<file path="config.mk">
export PLATFORM = sky130hd
export DESIGN_NAME = ov7670_capture
export DESIGN_NICKNAME = d
export VERILOG_FILES = /design/src/rtl/ov7670_capture_pkg.sv /design/src/rtl/ov7670_capture_byte_pair.sv /design/src/rtl/ov7670_capture.sv
export SDC_FILE = /design/constraint.sdc
export NUM_CORES = 1
export LEC_CHECK = 0
export ABC_AREA = 1
export BUFFER_PORTS_ARGS = -buffer_cell sky130_fd_sc_hd__buf_2
export CORE_MARGIN = 1
export CORE_UTILIZATION = 53
export CTS_BUF_LIST = sky130_fd_sc_hd__clkbuf_16
export CTS_CLUSTER_DIAMETER = 30
export CTS_CLUSTER_SIZE = 8
export DETAILED_ROUTE_END_ITERATION = 12
export PLACE_DENSITY = 0.77
export SLEW_MARGIN = 20
export SYNTH_ARGS = -nofsm -noshare
export SYNTH_HDL_FRONTEND = slang
export SYNTH_SLANG_ARGS = --single-unit
</file>
<file path="constraint.sdc">
create_clock -name clk -period 2.12 [get_ports clk]
set_input_delay 0.106 -clock clk [delete_from_list [all_inputs] [get_ports clk]]
set_output_delay 0.106 -clock clk [all_outputs]
set_load 0.05 [all_outputs]
</file>
<file path="src/rtl/ov7670_capture_pkg.sv">
`default_nettype none
// ============================================================================
// Package     : ov7670_pkg
// Description : Shared definitions for the OV7670 RGB444 capture block:
//               capture FSM state encoding, default frame-buffer depth and
//               the RGB444 bit-field positions of the camera bytes and of the
//               12-bit assembled pixel.
// Revision    : 1.0 - initial release
// ============================================================================
package ov7670_pkg;

    // Default frame buffer: 320 x 240 pixels
    localparam int c_fb_depth_default = 76800;

    // Capture FSM encoding
    typedef enum logic [1:0] {
        ST_WAIT_VS_HIGH = 2'd0,
        ST_WAIT_VS_LOW  = 2'd1,
        ST_ACTIVE       = 2'd2
    } state_t;

    // Byte 0 carries {xxxx, R[3:0]}; byte 1 carries {G[3:0], B[3:0]}
    localparam int c_b0_r_msb = 3;
    localparam int c_b0_r_lsb = 0;
    localparam int c_b1_g_msb = 7;
    localparam int c_b1_g_lsb = 4;
    localparam int c_b1_b_msb = 3;
    localparam int c_b1_b_lsb = 0;

    // Assembled pixel {R, G, B}
    localparam int c_pix_r_msb = 11;
    localparam int c_pix_r_lsb = 8;
    localparam int c_pix_g_msb = 7;
    localparam int c_pix_g_lsb = 4;
    localparam int c_pix_b_msb = 3;
    localparam int c_pix_b_lsb = 0;

endpackage : ov7670_pkg
`default_nettype wire

</file>
<file path="src/rtl/ov7670_capture_byte_pair.sv">
`default_nettype none
// ============================================================================
// Module      : ov7670_byte_pair
// Description : Pairs the two RGB444 camera bytes of each pixel. A phase bit
//               toggles on every href cycle while enabled, starting at 0 on
//               the first byte of each line. Phase 0 latches R, phase 1
//               presents the assembled {R,G,B} pixel with a completion strobe
//               that the caller registers. A dangling odd byte at line end
//               is dropped because the phase clears whenever href is low.
// Ports       : clk        - pixel clock
//               rst        - synchronous active-high reset
//               i_en       - capture window open (FSM in ACTIVE)
//               i_href_q   - registered line-valid
//               i_d_q      - registered camera byte
//               o_pix_done - pixel completes on this cycle (combinational)
//               o_pix      - assembled 12-bit pixel, valid with o_pix_done
// Revision    : 1.0 - initial release
// ============================================================================
module ov7670_byte_pair
    import ov7670_pkg::*;
(
    input  logic        clk,
    input  logic        rst,
    input  logic        i_en,
    input  logic        i_href_q,
    input  logic [7:0]  i_d_q,
    output logic        o_pix_done,
    output logic [11:0] o_pix
);

    logic       r_phase;
    logic [3:0] r_red;

    always_ff @(posedge clk) begin
        if (rst) begin
            r_phase <= 1'b0;
            r_red   <= 4'd0;
        end else if (!i_en || !i_href_q) begin
            // Outside a line the phase parks at 0 so the next line starts
            // on byte 0 and any unpaired trailing byte is forgotten.
            r_phase <= 1'b0;
        end else begin
            r_phase <= ~r_phase;
            if (!r_phase) begin
                r_red <= i_d_q[c_b0_r_msb:c_b0_r_lsb];
            end
        end
    end

    assign o_pix_done = i_en & i_href_q & r_phase;
    assign o_pix      = {r_red, i_d_q};

endmodule : ov7670_byte_pair
`default_nettype wire

</file>
<file path="src/rtl/ov7670_capture.sv">
`default_nettype none
// ============================================================================
// Module      : ov7670_capture
// Description : OV7670 RGB444 frame grabber. Registers the camera pins once,
//               tracks frame boundaries with a vsync FSM, assembles pixels
//               via ov7670_byte_pair and issues frame-buffer writes with a
//               linear address that restarts at 0 every frame. Pixels beyond
//               FB_DEPTH are dropped and flagged by a sticky overflow.
// Ports       : clk        - camera pixel clock (PCLK)
//               reset      - synchronous active-high reset
//               vsync      - frame sync, high between frames
//               href       - line valid
//               d[7:0]     - camera data byte
//               addr       - frame-buffer write address
//               dout[11:0] - {R,G,B} 4:4:4 write data
//               we         - write enable, one pulse per stored pixel
//               frame_done - one-cycle pulse at end of each captured frame
//               overflow   - sticky, frame had more than FB_DEPTH pixels
// Options     : OV7670_CAPTURE_DECIMATE_EN - VGA input, keep only even
//               pixels of even lines (2:1 in each direction).
// Revision    : 1.0 - initial release
// ============================================================================
module ov7670_capture
    import ov7670_pkg::*;
#(
    parameter int FB_DEPTH = c_fb_depth_default,
    parameter int ADDR_W   = 17
) (
    input  logic              clk,
    input  logic              reset,
    input  logic              vsync,
    input  logic              href,
    input  logic [7:0]        d,
    output logic [ADDR_W-1:0] addr,
    output logic [11:0]       dout,
    output logic              we,
    output logic              frame_done,
    output logic              overflow
);

    localparam logic [ADDR_W-1:0] c_last_addr = ADDR_W'(FB_DEPTH - 1);

    logic        r_vsync_q;
    logic        r_href_q;
    logic [7:0]  r_d_q;
    state_t      r_state;
    logic        r_full;         // last address already written this frame
    logic        r_end_pending;  // frame end deferred behind a final write

    logic        w_en;
    logic        w_pix_done;
    logic [11:0] w_pix;
    logic        w_keep;
    logic        w_wr;

    // ------------------------------------------------------------------
    // Input registers
    // ------------------------------------------------------------------
    always_ff @(posedge clk) begin
        if (reset) begin
            r_vsync_q <= 1'b0;
            r_href_q  <= 1'b0;
            r_d_q     <= 8'd0;
        end else begin
            r_vsync_q <= vsync;
            r_href_q  <= href;
            r_d_q     <= d;
        end
    end

    assign w_en = (r_state == ST_ACTIVE);

    ov7670_byte_pair u_byte_pair (
        .clk        (clk),
        .rst        (reset),
        .i_en       (w_en),
        .i_href_q   (r_href_q),
        .i_d_q      (r_d_q),
        .o_pix_done (w_pix_done),
        .o_pix      (w_pix)
    );

`ifdef OV7670_CAPTURE_DECIMATE_EN
    // Keep bits are 1 on even pixels / even lines.
    logic r_href_d;
    logic r_pix_keep;
    logic r_line_keep;

    always_ff @(posedge clk) begin
        if (reset) begin
            r_href_d    <= 1'b0;
            r_pix_keep  <= 1'b1;
            r_line_keep <= 1'b1;
        end else begin
            r_href_d <= r_href_q;
            if (!w_en) begin
                r_pix_keep  <= 1'b1;
                r_line_keep <= 1'b1;
            end else begin
                if (r_href_q && !r_href_d) begin
                    r_pix_keep <= 1'b1;
                end else if (w_pix_done) begin
                    r_pix_keep <= ~r_pix_keep;
                end
                if (!r_href_q && r_href_d) begin
                    r_line_keep <= ~r_line_keep;
                end
            end
        end
    end

    assign w_keep = r_pix_keep & r_line_keep;
`else
    assign w_keep = 1'b1;
`endif

    assign w_wr = w_pix_done & w_keep;

    // ------------------------------------------------------------------
    // Frame FSM, addressing and write generation
    // ------------------------------------------------------------------
    always_ff @(posedge clk) begin
        if (reset) begin
            r_state       <= ST_WAIT_VS_HIGH;
            addr          <= '0;
            dout          <= 12'd0;
            we            <= 1'b0;
            frame_done    <= 1'b0;
            overflow      <= 1'b0;
            r_full        <= 1'b0;
            r_end_pending <= 1'b0;
        end else begin
            we         <= 1'b0;
            frame_done <= 1'b0;

            // Address advances the cycle after a write; it parks on the
            // last location once the buffer is full.
            if (we) begin
                if (addr == c_last_addr) begin
                    r_full <= 1'b1;
                end else begin
                    addr <= addr + 1'b1;
                end
            end

            if (w_wr) begin
                if (r_full) begin
                    overflow <= 1'b1;
                end else begin
                    we   <= 1'b1;
                    dout <= w_pix;
                end
            end

            // Deferred frame end: placed after the address update so the
            // reload to 0 takes precedence over the post-write increment.
            if (r_end_pending) begin
                r_end_pending <= 1'b0;
                frame_done    <= 1'b1;
                addr          <= '0;
                overflow      <= 1'b0;
                r_full        <= 1'b0;
            end

            case (r_state)
                ST_WAIT_VS_HIGH: begin
                    if (r_vsync_q) r_state <= ST_WAIT_VS_LOW;
                end
                ST_WAIT_VS_LOW: begin
                    if (!r_vsync_q) r_state <= ST_ACTIVE;
                end
                ST_ACTIVE: begin
                    if (r_vsync_q) begin
                        r_state <= ST_WAIT_VS_LOW;
                        if (w_wr && !r_full) begin
                            // A final pixel lands on this edge: let it write
                            // at its own address, close the frame next cycle.
                            r_end_pending <= 1'b1;
                        end else begin
                            frame_done <= 1'b1;
                            addr       <= '0;
                            overflow   <= 1'b0;
                            r_full     <= 1'b0;
                        end
                    end
                end
                default: r_state <= ST_WAIT_VS_HIGH;
            endcase
        end
    end

endmodule : ov7670_capture
`default_nettype wire
</file>
Word-level counts from Yosys, hierarchy flattened
Cells that the tools add are included.
{"block": "op_classes", "addsub": 1, "n_bitwise": 8, "n_eq_ne": 5, "mux": 27, "reduce_logical": 13}
{"operator": "2-to-1 mux 17 bit", "count": 6}
{"operator": "2-to-1 mux 1 bit", "count": 18}
{"operator": "adder 17 x 1 -> 17 bit (second input constant)", "count": 1}
{"operator": "equality test 17 bit (second input constant)", "count": 1}
{"operator": "NOT 1 bit", "count": 6}
{"operator": "AND reduction 2 bit", "count": 3}
{"operator": "OR reduction 2 bit", "count": 3}
{"operator": "2-to-1 mux 2 bit", "count": 2}
{"operator": "one-hot mux 2 bit (2 select lines)", "count": 1}
{"operator": "logical NOT 1 bit", "count": 3}
{"operator": "OR reduction 3 bit", "count": 1}
{"operator": "AND 1 bit", "count": 2}
{"operator": "equality test 2 x 1 -> 1 bit (second input constant)", "count": 1}
{"operator": "equality test 2 bit (second input constant)", "count": 1}
{"operator": "logical NOT 2 bit", "count": 1}
{"operator": "!= test 2 x 1 -> 1 bit (second input constant)", "count": 1}
{"operator": "!= test 2 bit (second input constant)", "count": 1}
{"operator": "logical AND 1 bit", "count": 1}
{"operator": "logical OR 1 bit", "count": 1}
{"block": "word_totals", "output_inout_bits": 32, "reg_bits": 51, "word_cells": 67}

Logic depth before layout (Yosys ltp)
{"block": "logic_depth", "word_depth": 8, "depth_mapped": 10}

Hierarchy
From an unflattened synthesis, not the netlist that was laid out.
{"block": "hier_totals", "hier_cells": 338, "hier_area_um2": 2384.8}
{"mod": "ov7670_capture", "n_inst": 1, "cells_per_inst": 299, "area_each_um2": 2113.3}
{"mod": "ov7670_byte_pair", "n_inst": 1, "cells_per_inst": 39, "area_each_um2": 271.5}

Worst setup path before layout
No wires, ideal clock.
{"block": "synth_path", "kind": "flip-flop to flip-flop", "start": "reg addr[0]", "end": "reg addr[2]", "setup_slack_ps": 375, "t_arrival_ps": 1684, "setup_time_ps": 61, "stages_incl_launch_ff": 8, "t_required_ps": 2059, "cell_sequence": "dfxtp_1 > ha_1 > nand3_1 > nor2_2 > nand3_1 > nand3_1 > nand2_1 > nor2_4"}
{"block": "synth_via", "elab_chain_cells": 7, "elab_cells_between_ends": 8}
{"element": "start: declaration", "line_no": "ov7670_capture.sv:34", "text": "output logic [ADDR_W-1:0] addr,"}
{"element": "start signal: assignment", "line_no": "ov7670_capture.sv:142", "text": "addr <= addr + 1'b1;"}
{"element": "adder 17 x 1 -> 17 bit / equality test 17 bit (equally long branches)", "line_no": "ov7670_capture.sv:142, ov7670_capture.sv:139"}
{"element": "2-to-1 mux 17 bit (*)", "line_no": "ov7670_capture.sv:139", "text": "if (addr == c_last_addr) begin"}
{"element": "2-to-1 mux 17 bit (*)", "line_no": "ov7670_capture.sv:138", "text": "if (we) begin"}
{"element": "2-to-1 mux 17 bit (*)", "line_no": "ov7670_capture.sv:157", "text": "if (r_end_pending) begin"}
{"element": "2-to-1 mux 17 bit", "line_no": "ov7670_capture.sv:175", "text": "if (w_wr && !r_full) begin"}
{"element": "2-to-1 mux 17 bit", "line_no": "ov7670_capture.sv:173", "text": "if (r_vsync_q) begin"}
{"element": "2-to-1 mux 17 bit (*)", "line_no": "ov7670_capture.sv:165", "text": "case (r_state)"}
Every way passes the cells marked *; elsewhere a longest branch is shown, timed or not.
A chain may end at the register's enable or synchronous reset.

Worst setup path after layout
{"block": "layout_path", "start": "reg we", "end": "reg addr[9]"}
{"block": "layout_via", "elab_chain_cells": 5}
{"element": "start: declaration", "line_no": "ov7670_capture.sv:36", "text": "output logic we,"}
{"element": "start signal: assignment", "line_no": "ov7670_capture.sv:127", "text": "we <= 1'b0;"}
{"element": "start signal: assignment", "line_no": "ov7670_capture.sv:133", "text": "we <= 1'b0;"}
{"element": "start signal: assignment", "line_no": "ov7670_capture.sv:150", "text": "we <= 1'b1;"}
{"element": "2-to-1 mux 17 bit (*)", "line_no": "ov7670_capture.sv:138"}
{"element": "2-to-1 mux 17 bit (*)", "line_no": "ov7670_capture.sv:157"}
{"element": "2-to-1 mux 17 bit", "line_no": "ov7670_capture.sv:175"}
{"element": "2-to-1 mux 17 bit", "line_no": "ov7670_capture.sv:173"}
{"element": "2-to-1 mux 17 bit (*)", "line_no": "ov7670_capture.sv:165"}
Marked as above.

==> run summary <==
Reg2Reg Capture Point: addr[9]
1st-iter DRT viols: 101
TritonCTS clock tree: done
Avg Cell Area, Syn: 7.19 um2
critical path class: flop to flop
cell taking the most area after synthesis: dfxtp_1
Via density: 4.92
hold path depth: 3
Least-Margin Pin Slew: 0.508 ns
share of layout cells above drive strength 1: 21.4%
Final Hold Vio Count: 0
Max Slew Vio Count: 0
vias in the first global route: 1,755
Synth area leaders: dfxtp_1 (46%), nand2_1 (14%), inv_1 (6.6%)
mapped cell area: 2210 um2
Layout Skew: 0.00350 ns
clock-pin transition on the worst setup and hold timing paths: 0.07 ns
startpoint class of the critical path: flop
die height: 66.6 um
Slowest-stage cell, CP: dfxtp_1
Worst Path Required: 2.35 ns
DR vias: 1,973
Setup TNS: 0 ns
I/O pins: 44
Period Utilization, post-route: 76.4%
met3 wire length: 183 um
Post-Route M1 WL: 2180 um
worst reg2reg path depth: 6
CP delay by family, top: flip-flops
FF-to-FF Start: we
nets@finish: 363
Power, Total: 1820 uW
cell count after synthesis: 307
placed wire-length estimate: 3270 um
Peak supply drop: 0.553 mV
power per cell area: 701 nW/um2
initial antenna violation count: 0
GR Util All Layers: 22.4%
top sig layer: met4
EDFF count, synth: 0
clk_lat worst skew: 0.29 ns
H-tree depth: 2
antenna-violating nets left: 0
Worst Hold Endpoint: r_d_q[6]
unrepaired setup endpoints after global routing: false
area grow syn2layout: 17.3%
R2R Setup Slk: 0.50 ns
met2 wire len: 2130 um
Yosys cell types: 26
# diodes: 0
Post-DP Area: 2450 um2
HP Start: d[6]
Slew HR: 66.1%
status: finished, final reports clean
Starting Density: 55.2%
Synth top cells by count: nand2_1 (82), dfxtp_1 (51), inv_1 (39), nor2_1 (37), a21oi_1 (26)
Max Root-Sink Buffers: 2
Final min period: 1.62 ns
gr ovfl total: 0
Crit path top cell by count: nor2_1
Die Span X: 66.6 um
crit-path cells: inv_1, nor2_1, nand2_1, nor2_1, nand3_1, a21oi_2
final setup violation count: 0
Die ar.: 4430 um2
fin worst setup slack: 0.501 ns
sequential element share of the synthesized area: 46.2%
Synth Flop Type: dfxtp_1
total number of yosys warnings: 0
CTS Hold Bufs: 0
MaxCap Viol Count: 0
post-synth top area share: 46.2%
synthesized flop and latch total: 51
first-pass GRT wire length: 7550 um
Critical Path AT: 1.84 ns
clk sinks: 51
CTS buffer count: 5
asr flop ratio synth: 0%
Design Area, Final: 2590 um2
critical path's largest stage delay: 0.64 ns
DRT Wirelength: 4530 um
DRC Markers: 0
DR WL/cell: 11.3 um
fin cells: 401
DP Worst Slack: 0.547 ns
Syn Nets: 320
Critical Path End Type: flop
FP Rows: 23
Hold/Removal Path Class: input pin to flop
cts repair resizes: 0
worst path bufs/invs: 1
DR pass1 iterations: 4
number of setup buffers added after CTS: 0
Final Wtd Congestion: 0.870
Port Buffer Count: 43
largest net degree at the start of global routing: 33
Core ar.: 4000 um2
Inst Count DP: 393
Critical Path Fanout Max: 15
clk root buf: clkbuf_16
fmax: 618 MHz
leak pwr: 0.00111 uW
most common cell in the netlist: nand2_1
placed cells by master (no fill, tap or decap), drive strengths merged:
| cell type | synthesis | layout |
|---|---|---|
| nand3b | 1 | 1 |
| xor2 | 2 | 2 |
| nor3b | 1 | 1 |
| buf | 3 | 44 |
| nand2 | 87 | 87 |
| or2 | 2 | 2 |
| dfxtp | 51 | 51 |
| xnor2 | 1 | 1 |
| nand4 | 4 | 4 |
| nor4 | 2 | 2 |
| nor3 | 3 | 3 |
| clkbuf | 5 | 5 |
| nor2 | 48 | 48 |
| clkinv | 0 | 2 |
| nand3 | 25 | 25 |
| a21oi | 29 | 29 |
| ha | 1 | 1 |
| inv | 41 | 42 |
| o21ai | 1 | 1 |
cell families after synthesis:
logic type      count (synthesis)  synth area share (%)
buf+inv                        49                  9.07
xor+xnor                        3                  1.19
simple gates                  173                  35.6
compound gates                 30                  7.31
fa+ha+maj                       1                 0.566
flops                          51                  46.2
layer usage:
metal / up-vias / global-route usage, %
li1: 1039 / -
met1: 885 / 27.1
met2: 47 / 38.1
met3: 2 / 5.65
met4: 0 / 7.98
met5: - / 0
layout make-up:
type | count | area (um2)
inverters | 41 | 154
clock buffers | 5 | 125
flip-flops and latches | 51 | 1020
fillers | 372 | 1410
clock inverters | 3 | 18.8
repair buffers | 44 | 223
multi-input cells | 207 | 987
well taps | 50 | 62.6
tightest hold or removal path: stages:
cell    delay, ns
buf_2        0.07
inv_1        0.03
nor2_1       0.06
flip-flops by register name (all words and copies together), names as in the netlist, 2 cells and up:
register	cells
r_d_q	8
addr	17
r_state	2
dout	12
u_byte_pair.r_red	4
power breakdown:
group	switching (uW)	total [uW]	leakage (uW)	internal [uW]
clock	353	791	0.0000740	438
combinational	33.3	49.8	0.000625	16.6
sequential	5.63	976	0.000414	970
total	392	1820	0.00111	1420
per-stage QoR:
| stage | util [%] | hold slack (ns) |
|---|---|---|
| 2_1_floorplan | - | 0.213 |
| 3_3_place_gp | 61.2 | 0.304 |
| 3_5_place_dp | 61.2 | 0.313 |
| 4_1_cts | 64.8 | 0.0124 |
| 5_1_grt | 64.8 | 0.0234 |
| 6_report | 64.8 | 0.0136 |
worst max-delay path by stage:
stage | startpoint | end | slack [ns] | depth (start not counted)
3_3_place_gp | we | addr[13] | 0.59 | 7
4_1_cts | r_state[1] | addr[1] | 0.51 | 10
2_1_floorplan | addr[0] | addr[2] | 0.37 | 7
3_5_place_dp | we | addr[9] | 0.55 | 6
5_1_grt | we | addr[9] | 0.29 | 7
6_report | we | addr[9] | 0.50 | 6
(Power assumes the default switching activity.)
